## src/rtl/cam_capture_if.sv

```systemverilog
// cam_capture_if: camera byte bus in and frame-buffer write port out of cam_capture.
interface cam_capture_if #(
    parameter int ADDR_W = 17
);
    logic              cam_pclk_in;
    logic              cam_vsync_in;
    logic              cam_href_in;
    logic [7:0]        cam_data_in;
    logic [ADDR_W-1:0] pixel_addr_out;
    logic [15:0]       pixel_data_out;
    logic              pixel_valid_out;
    logic              frame_done_out;
    logic              busy_out;

    modport slave (
        input  cam_pclk_in, cam_vsync_in, cam_href_in, cam_data_in,
        output pixel_addr_out, pixel_data_out, pixel_valid_out, frame_done_out, busy_out
    );

    modport master (
        output cam_pclk_in, cam_vsync_in, cam_href_in, cam_data_in,
        input  pixel_addr_out, pixel_data_out, pixel_valid_out, frame_done_out, busy_out
    );
endinterface

```

## src/rtl/cam_capture.sv

```systemverilog
// cam_capture: deserializes the 8-bit camera bus into RGB565 frame-buffer writes.
module cam_capture #(
    parameter int CAM_W  = 240,
    parameter int CAM_H  = 320,
    parameter int ADDR_W = 17
) (
    input  logic         clk_in,
    input  logic         rst_n_in,
    input  logic         enable_in,
    cam_capture_if.slave bus
);
    localparam int CW = $clog2(CAM_W + 1);
    localparam int RW = $clog2(CAM_H + 1);

    typedef enum logic {S_WAIT, S_FRAME} state_t;
    state_t state, state_nx;

    logic              a_pclk, b_pclk, a_vsync, a_href;
    logic [7:0]        a_data, hi;
    logic              vsync_q, href_q, byte_phase;
    logic [CW-1:0]     col;
    logic [RW-1:0]     row;
    logic [ADDR_W-1:0] row_base;
    logic              rise, frame_start, frame_end, line_end, in_byte;

    // camera events are taken from stage A only on the single cycle pclk is seen rising
    assign rise        = a_pclk & ~b_pclk;
    assign frame_start = rise && state == S_WAIT && vsync_q && !a_vsync && enable_in;
    assign frame_end   = rise && state == S_FRAME && !vsync_q && a_vsync;
    assign line_end    = rise && state == S_FRAME && href_q && !a_href;
    assign in_byte     = rise && state == S_FRAME && a_href;

    always_ff @(posedge clk_in or negedge rst_n_in) begin
        if (!rst_n_in) state <= S_WAIT;
        else state <= state_nx;
    end

    always_comb state_nx = frame_start ? S_FRAME : frame_end ? S_WAIT : state;

    always_comb bus.busy_out = (state == S_FRAME);

    always_ff @(posedge clk_in or negedge rst_n_in) begin
        if (!rst_n_in) begin
            a_pclk              <= 1'b0;
            b_pclk              <= 1'b0;
            a_vsync             <= 1'b0;
            a_href              <= 1'b0;
            a_data              <= '0;
            vsync_q             <= 1'b0;
            href_q              <= 1'b0;
            byte_phase          <= 1'b0;
            hi                  <= '0;
            col                 <= '0;
            row                 <= '0;
            row_base            <= '0;
            bus.pixel_valid_out <= 1'b0;
            bus.pixel_addr_out  <= '0;
            bus.pixel_data_out  <= '0;
            bus.frame_done_out  <= 1'b0;
        end else begin
            a_pclk              <= bus.cam_pclk_in;
            a_vsync             <= bus.cam_vsync_in;
            a_href              <= bus.cam_href_in;
            a_data              <= bus.cam_data_in;
            b_pclk              <= a_pclk;
            bus.pixel_valid_out <= 1'b0;
            bus.frame_done_out  <= frame_end;
            if (rise) begin
                vsync_q <= a_vsync;
                href_q  <= a_href;
            end
            if (frame_start) begin
                col        <= '0;
                row        <= '0;
                row_base   <= '0;
                byte_phase <= 1'b0;
            end
            if (in_byte) begin
                byte_phase <= ~byte_phase;
                if (!byte_phase) hi <= a_data;
            end
            if (in_byte && byte_phase) begin
                if (col < CW'(CAM_W)) col <= col + 1'b1;
                if (col < CW'(CAM_W) && row < RW'(CAM_H)) begin
                    bus.pixel_valid_out <= 1'b1;
                    bus.pixel_addr_out  <= row_base + ADDR_W'(col);
                    bus.pixel_data_out  <= {hi, a_data};
                end
            end
            // row_base stops with row so it can never run past the buffer
            if (line_end) begin
                col        <= '0;
                byte_phase <= 1'b0;
                if (col != '0 && row < RW'(CAM_H)) begin
                    row      <= row + 1'b1;
                    row_base <= row_base + ADDR_W'(CAM_W);
                end
            end
        end
    end
endmodule

```

## src/flat_wrapper.sv

```systemverilog
// flat-port wrapper written by rule: the top's interface ports become plain ports
module cam_capture_flat 
#(
    parameter int CAM_W  = 240,
    parameter int CAM_H  = 320,
    parameter int ADDR_W = 17
)
  (clk_in, rst_n_in, enable_in, bus_cam_pclk_in, bus_cam_vsync_in, bus_cam_href_in, bus_cam_data_in, bus_pixel_addr_out, bus_pixel_data_out, bus_pixel_valid_out, bus_frame_done_out, bus_busy_out);
  cam_capture_if #(.ADDR_W(ADDR_W)) bus_i ();
  input  logic clk_in;
  input  logic rst_n_in;
  input  logic enable_in;
  input wire logic [$bits(bus_i.cam_pclk_in)-1:0] bus_cam_pclk_in;
  input wire logic [$bits(bus_i.cam_vsync_in)-1:0] bus_cam_vsync_in;
  input wire logic [$bits(bus_i.cam_href_in)-1:0] bus_cam_href_in;
  input wire logic [$bits(bus_i.cam_data_in)-1:0] bus_cam_data_in;
  output wire logic [$bits(bus_i.pixel_addr_out)-1:0] bus_pixel_addr_out;
  output wire logic [$bits(bus_i.pixel_data_out)-1:0] bus_pixel_data_out;
  output wire logic [$bits(bus_i.pixel_valid_out)-1:0] bus_pixel_valid_out;
  output wire logic [$bits(bus_i.frame_done_out)-1:0] bus_frame_done_out;
  output wire logic [$bits(bus_i.busy_out)-1:0] bus_busy_out;
  assign bus_i.cam_pclk_in = bus_cam_pclk_in;
  assign bus_i.cam_vsync_in = bus_cam_vsync_in;
  assign bus_i.cam_href_in = bus_cam_href_in;
  assign bus_i.cam_data_in = bus_cam_data_in;
  assign bus_pixel_addr_out = bus_i.pixel_addr_out;
  assign bus_pixel_data_out = bus_i.pixel_data_out;
  assign bus_pixel_valid_out = bus_i.pixel_valid_out;
  assign bus_frame_done_out = bus_i.frame_done_out;
  assign bus_busy_out = bus_i.busy_out;
  cam_capture #(.CAM_W(CAM_W), .CAM_H(CAM_H), .ADDR_W(ADDR_W)) u_core (.clk_in(clk_in), .rst_n_in(rst_n_in), .enable_in(enable_in), .bus(bus_i));
endmodule
```

## config.mk

```make
export PLATFORM = sky130hd
export DESIGN_NAME = cam_capture_flat
export DESIGN_NICKNAME = d
export VERILOG_FILES = /design/src/rtl/cam_capture_if.sv /design/src/rtl/cam_capture.sv /design/src/flat_wrapper.sv
export SDC_FILE = /design/constraint.sdc
export NUM_CORES = 1
export LEC_CHECK = 0
export CAP_MARGIN = 20
export CORE_MARGIN = 2
export CORE_UTILIZATION = 50
export DETAILED_ROUTE_END_ITERATION = 8
export PLACE_DENSITY = 0.8
export RECOVER_POWER = 100
export SYNTH_ARGS = -nofsm -noshare
export SYNTH_HDL_FRONTEND = slang
export SYNTH_SLANG_ARGS = --single-unit
export TNS_END_PERCENT = 20
```

## constraint.sdc

```tcl
create_clock -name clk_in -period 5.6 [get_ports clk_in]
set_input_delay 1.12 -clock clk_in [delete_from_list [all_inputs] [get_ports clk_in]]
set_output_delay 1.12 -clock clk_in [all_outputs]
set_load 0.1 [all_outputs]
```

# Word level (Yosys, flattened, before mapping)
# Index checks and enable logic that the tools add are counted.
# totals
regBits,93
inputBits,14
output_inout_bits,36
wordCells,65
# classes
n_mux,17
n_reduce_logical,21
bitwise,4
n_addsub,4
magnitude_cmp,2
# ops
cell,count
$mux 17,3
$mux 8,4
$mux 9,3
$add 17x8->17,1
$add 17x8->17 const B,1
$logic_and 1x1->1,13
$add 9x1->9 const B,1
$lt 9x9->1 const B,1
$add 8x1->8 const B,1
$lt 8x8->1 const B,1
$reduce_bool 8->1,1
$mux 1,7
$reduce_and 2->1,2
$logic_not 1->1,3
$not 1->1,3
$reduce_bool 3->1,1
$reduce_bool 2->1,1
$and 1x1->1,1

# Longest topological paths before layout
# depth
word_depth,10
depth_mapped,10
ltp_nobuf,7

# Worst setup path after synthesis
# No wires, ideal clock.
# synth_path
path_kind,register -> register
startpoint,"register u_core.state, in the netlist u_core.bus.busy_out"
endpoint,register u_core.bus.pixel_addr_out[11]
setup_time_ns,0.127
path_slack_ns,3.328
arrival_ns,2.144
path_stages_with_launch,10
required_time_ns,5.473
period_less_slack_ns,2.272
n_path_buf,4
cell_sequence,dfrtp_1 buf_4 and4b_1 and3_1 buf_4 nand2b_1 buf_4 buf_2 nand2_1 o31ai_1
# synth_via
elab_chain_len,4
# synth_rtl
element,line_no,source
from (decl),cam_capture.sv:16,"state_t state, state_nx;"
from (signal assigned),cam_capture.sv:35,else state <= state_nx;
$logic_and 1x1->1 (2 in a row),cam_capture.sv:31,assign in_byte = rise && state == S_FRAME && a_href;
$logic_and 1x1->1,cam_capture.sv:82,if (in_byte && byte_phase) begin
$reduce_and 2->1 (no source line),--,
to (signal assigned),cam_capture.sv:86,bus.pixel_addr_out <= row_base + ADDR_W'(col);
to (decl),cam_capture_if.sv:17,"output pixel_addr_out, pixel_data_out, pixel_valid_out, frame_done_out, busy_out"
# Every way passes these cells.
# A chain may end at the register's enable or synchronous reset.

==> impl_metrics.tcl <==
set metrics [dict create \
    status "finished, violations left" \
    violations "capacitance limit, slew limit" \
    crit_path_end_kind "async pin" \
    r2r_start "u_core.bus.busy_out$_DFFE_PN0P_" \
    mostFrequentLayoutCell "nand2_1" \
    clock-sinks 93 \
    min_from "u_core.a_pclk$_DFF_PN0_" \
    antenna_found_initial 0 \
    path_buf_inv 2 \
    min_period_over_period_pct 63.2 \
    synth_cell_types 56 \
    viasPerCell 5.38 \
    clkLatencyLatePin_ns 0.36 \
    synth_edf_count 0 \
    root_buffer "clkbuf_8" \
    die_area_mm2 0.00939 \
    syn2layout_area_growth_pct 16.2 \
    rsz0062_at_grt "false" \
    synthCells 414 \
    powerDensity_mw_per_mm2 585 \
    final_cell_mix "nand2_1, dfrtp_1, dlygate4sd3_1, nor2_1, o21ai_0" \
    chipWidth_um 96.9 \
    fp.coreArea_mm2 0.00830 \
    cp_max_fo 49 \
    num_rows 33 \
    tns_ns 0 \
    fin_skew_ns 0.0113 \
    post-route-min-period_ns 3.54 \
    grt-ovfl-total 0 \
    gp_congestion 0.834 \
    max_cap_viol_count 1 \
    report.final.slew_viol_count 46 \
    yosysSeqAreaShare_pct 53.9 \
    cts_setup_buffers 0 \
    synth_ff_type "dfrtp_1" \
    ir_worst_vdd_mv 0.254 \
    cts_htree_levels 3 \
    wl_per_cell_um 14.3 \
    crit_type "in -> async" \
    grtUsageTotal_pct 18.4 \
    grt_pass1_wl_um 14200 \
    setup_violations 0 \
    final_nets 487 \
    ios 50 \
    dr.pass1.iters 4 \
    final_util_pct 60.4 \
    min_to "u_core.b_pclk$_DFF_PN0_" \
    start_kind "primary input" \
    max_slew.worst_pin.slew_ns 2.27 \
    fin_ws_ns 2.06 \
    async_flop_share_pct 100 \
    syn_avg_cell_area_um2 10.4 \
    syn_area_mm2 0.00432 \
    hold_class "reg -> reg" \
    grt_pass1_vias 3044 \
    fmax_ghz 0.283 \
    cts_tree "built" \
    clkTransAtPathRegs_ns 0.09 \
    regToRegEndpoint "u_core.bus.pixel_addr_out[4]$_DFFE_PN0P_" \
    vias 3069 \
    cts.hold.buffers_added 0 \
    ys_seq_elements 93 \
    rrSetupSlack_ns 2.86 \
    hold_viol 0 \
    start_util_pct 52.0 \
    cts_buffers 9 \
    dp_hpwl_um 5780 \
    max_stage_delay_ns 1.58 \
    worst_r2r_path_depth 5 \
    critPathSlowestCell "clkbuf_1" \
    final_antenna_net_count 0 \
    syn_nets 441 \
    grt_max_degree 50 \
    crit_family "buffers and inverters" \
    arrival_ns 3.83 \
    drive_gt1_share_pct 6.45 \
    die_h_um 96.9 \
    required_ns 5.89 \
    cts_resized 0 \
    holdPathStages 0 \
    cts_buffer_depth 2 \
    preCtsSetupSlack_ns 2.09 \
    diodes 0 \
    ys.warnings.count 0 \
    maxSlewHeadroom_pct -51.4 \
    drtIter0Drc 137 \
    crit_chain "clkbuf_1 -> clkbuf_2" \
    drc 0 \
    port_buffers 49 \
    p_leak_nw 2.38 \
    wirelength_um 8130 \
]
==> report_power, final <==
part / switching, mW / total [mW] / internal, mW
logic: 1.06 / 1.40 / 0.336
clock network: 0.231 / 0.451 / 0.220
registers: 0.195 / 1.08 / 0.889
==> sequential cells by signal (all words and copies together), names as in the netlist <==
name	flops
u_core.href_q	1
u_core.a_vsync	1
u_core.row_base	17
u_core.bus.busy_out	1
u_core.a_href	1
u_core.row	9
u_core.vsync_q	1
u_core.a_data	8
u_core.bus.frame_done_out	1
u_core.a_pclk	1
u_core.b_pclk	1
u_core.bus.pixel_data_out	16
u_core.hi	8
u_core.bus.pixel_addr_out	17
u_core.byte_phase	1
u_core.bus.pixel_valid_out	1
u_core.col	8
==> stage by stage <==
step	instances	area, um^2	total power, mW	hold WS (ns)
after floorplan	414	4320	2.21	0.380
after global placement	554	4840	2.51	0.410
after detailed placement	554	4840	2.55	0.416
after CTS	570	5040	3.00	0.436
after global routing	570	5010	3.09	0.453
final	570	5010	2.94	0.420
==> synth_stat cells, types with 2 or more instances <==
cell,n,share of area [%]
nand2_1,101,8.8
nor2_1,19,1.7
o21bai_1,2,0.35
o2111ai_1,2,0.41
nor3_4,2,0.75
or3_1,2,0.29
mux2i_1,10,2.3
a21o_1,2,0.35
ha_1,12,3.5
clkbuf_1,2,0.17
a21oi_1,10,1.2
nor2b_1,2,0.29
inv_1,8,0.70
nor4_1,5,0.72
buf_6,3,0.78
o21a_1,5,0.87
nor3_1,3,0.35
a31oi_1,2,0.29
buf_2,5,0.58
nor3b_1,4,0.70
mux2_2,9,2.3
xor2_1,9,1.8
xnor2_1,11,2.2
nand3_1,13,1.5
dfrtp_1,93,54
nand2b_1,2,0.29
o211ai_1,6,1.0
buf_4,6,1.0
and2_1,5,0.72
a211o_1,2,0.41
o31ai_1,3,0.52
and3_1,5,0.72
o21ai_0,20,2.3
nand4_1,7,1.0
==> worst register-to-register path, stage by stage (launching register included) <==
cell and delay (ns):
dfrtp_1 0.48, and4b_1 0.26, and3_1 0.23, nand2b_1 0.47, clkbuf_1 0.88, o21ai_0 0.25
==> logic make-up after synthesis <==
group / synth area share (%)
simple gates: 21.1
flops: 53.9
compound gates: 8.96
buf+inv: 3.36
xor+xnor: 4.06
mux: 4.67
fa+ha+maj: 3.94
==> layer usage <==
layer | part of all wire [%] | vias up | global-route usage, %
li1 | - | 1520 | -
met3 | 3.1 | 6 | 4.48
met5 | 0 | - | 0
met2 | 49 | 54 | 30.4
met1 | 47 | 1489 | 24.0
met4 | 0.73 | 0 | 5.74
==> layout make-up <==
| class | count | area [um^2] |
|---|---|---|
| fill | 708 | 3280 |
| sequential | 93 | 2330 |
| tap | 105 | 131 |
| clock inverter | 5 | 60.1 |
| inverter | 9 | 33.8 |
| clock buffer | 11 | 141 |
| timing repair buffer | 51 | 493 |
| multi-input combinational | 296 | 1830 |
==> worst max path at each step <==
stage                                                      endpoint                            start  slack, ns  cells after the start
after global placement                      u_core.row[2]$_DFF_PN0_                        enable_in       2.25                      6
after floorplan           u_core.bus.pixel_addr_out[11]$_DFFE_PN0P_  u_core.bus.busy_out$_DFFE_PN0P_       3.33                      9
after CTS                                              bus_busy_out  u_core.bus.busy_out$_DFFE_PN0P_       2.41                      1
after detailed placement                    u_core.row[2]$_DFF_PN0_                        enable_in       2.09                      6
after global routing                   u_core.row_base[5]$_DFF_PN0_                         rst_n_in       1.30                      2
final                                  u_core.row_base[5]$_DFF_PN0_                         rst_n_in       2.06                      2
No activity file was read; power rests on OpenSTA's default activity.
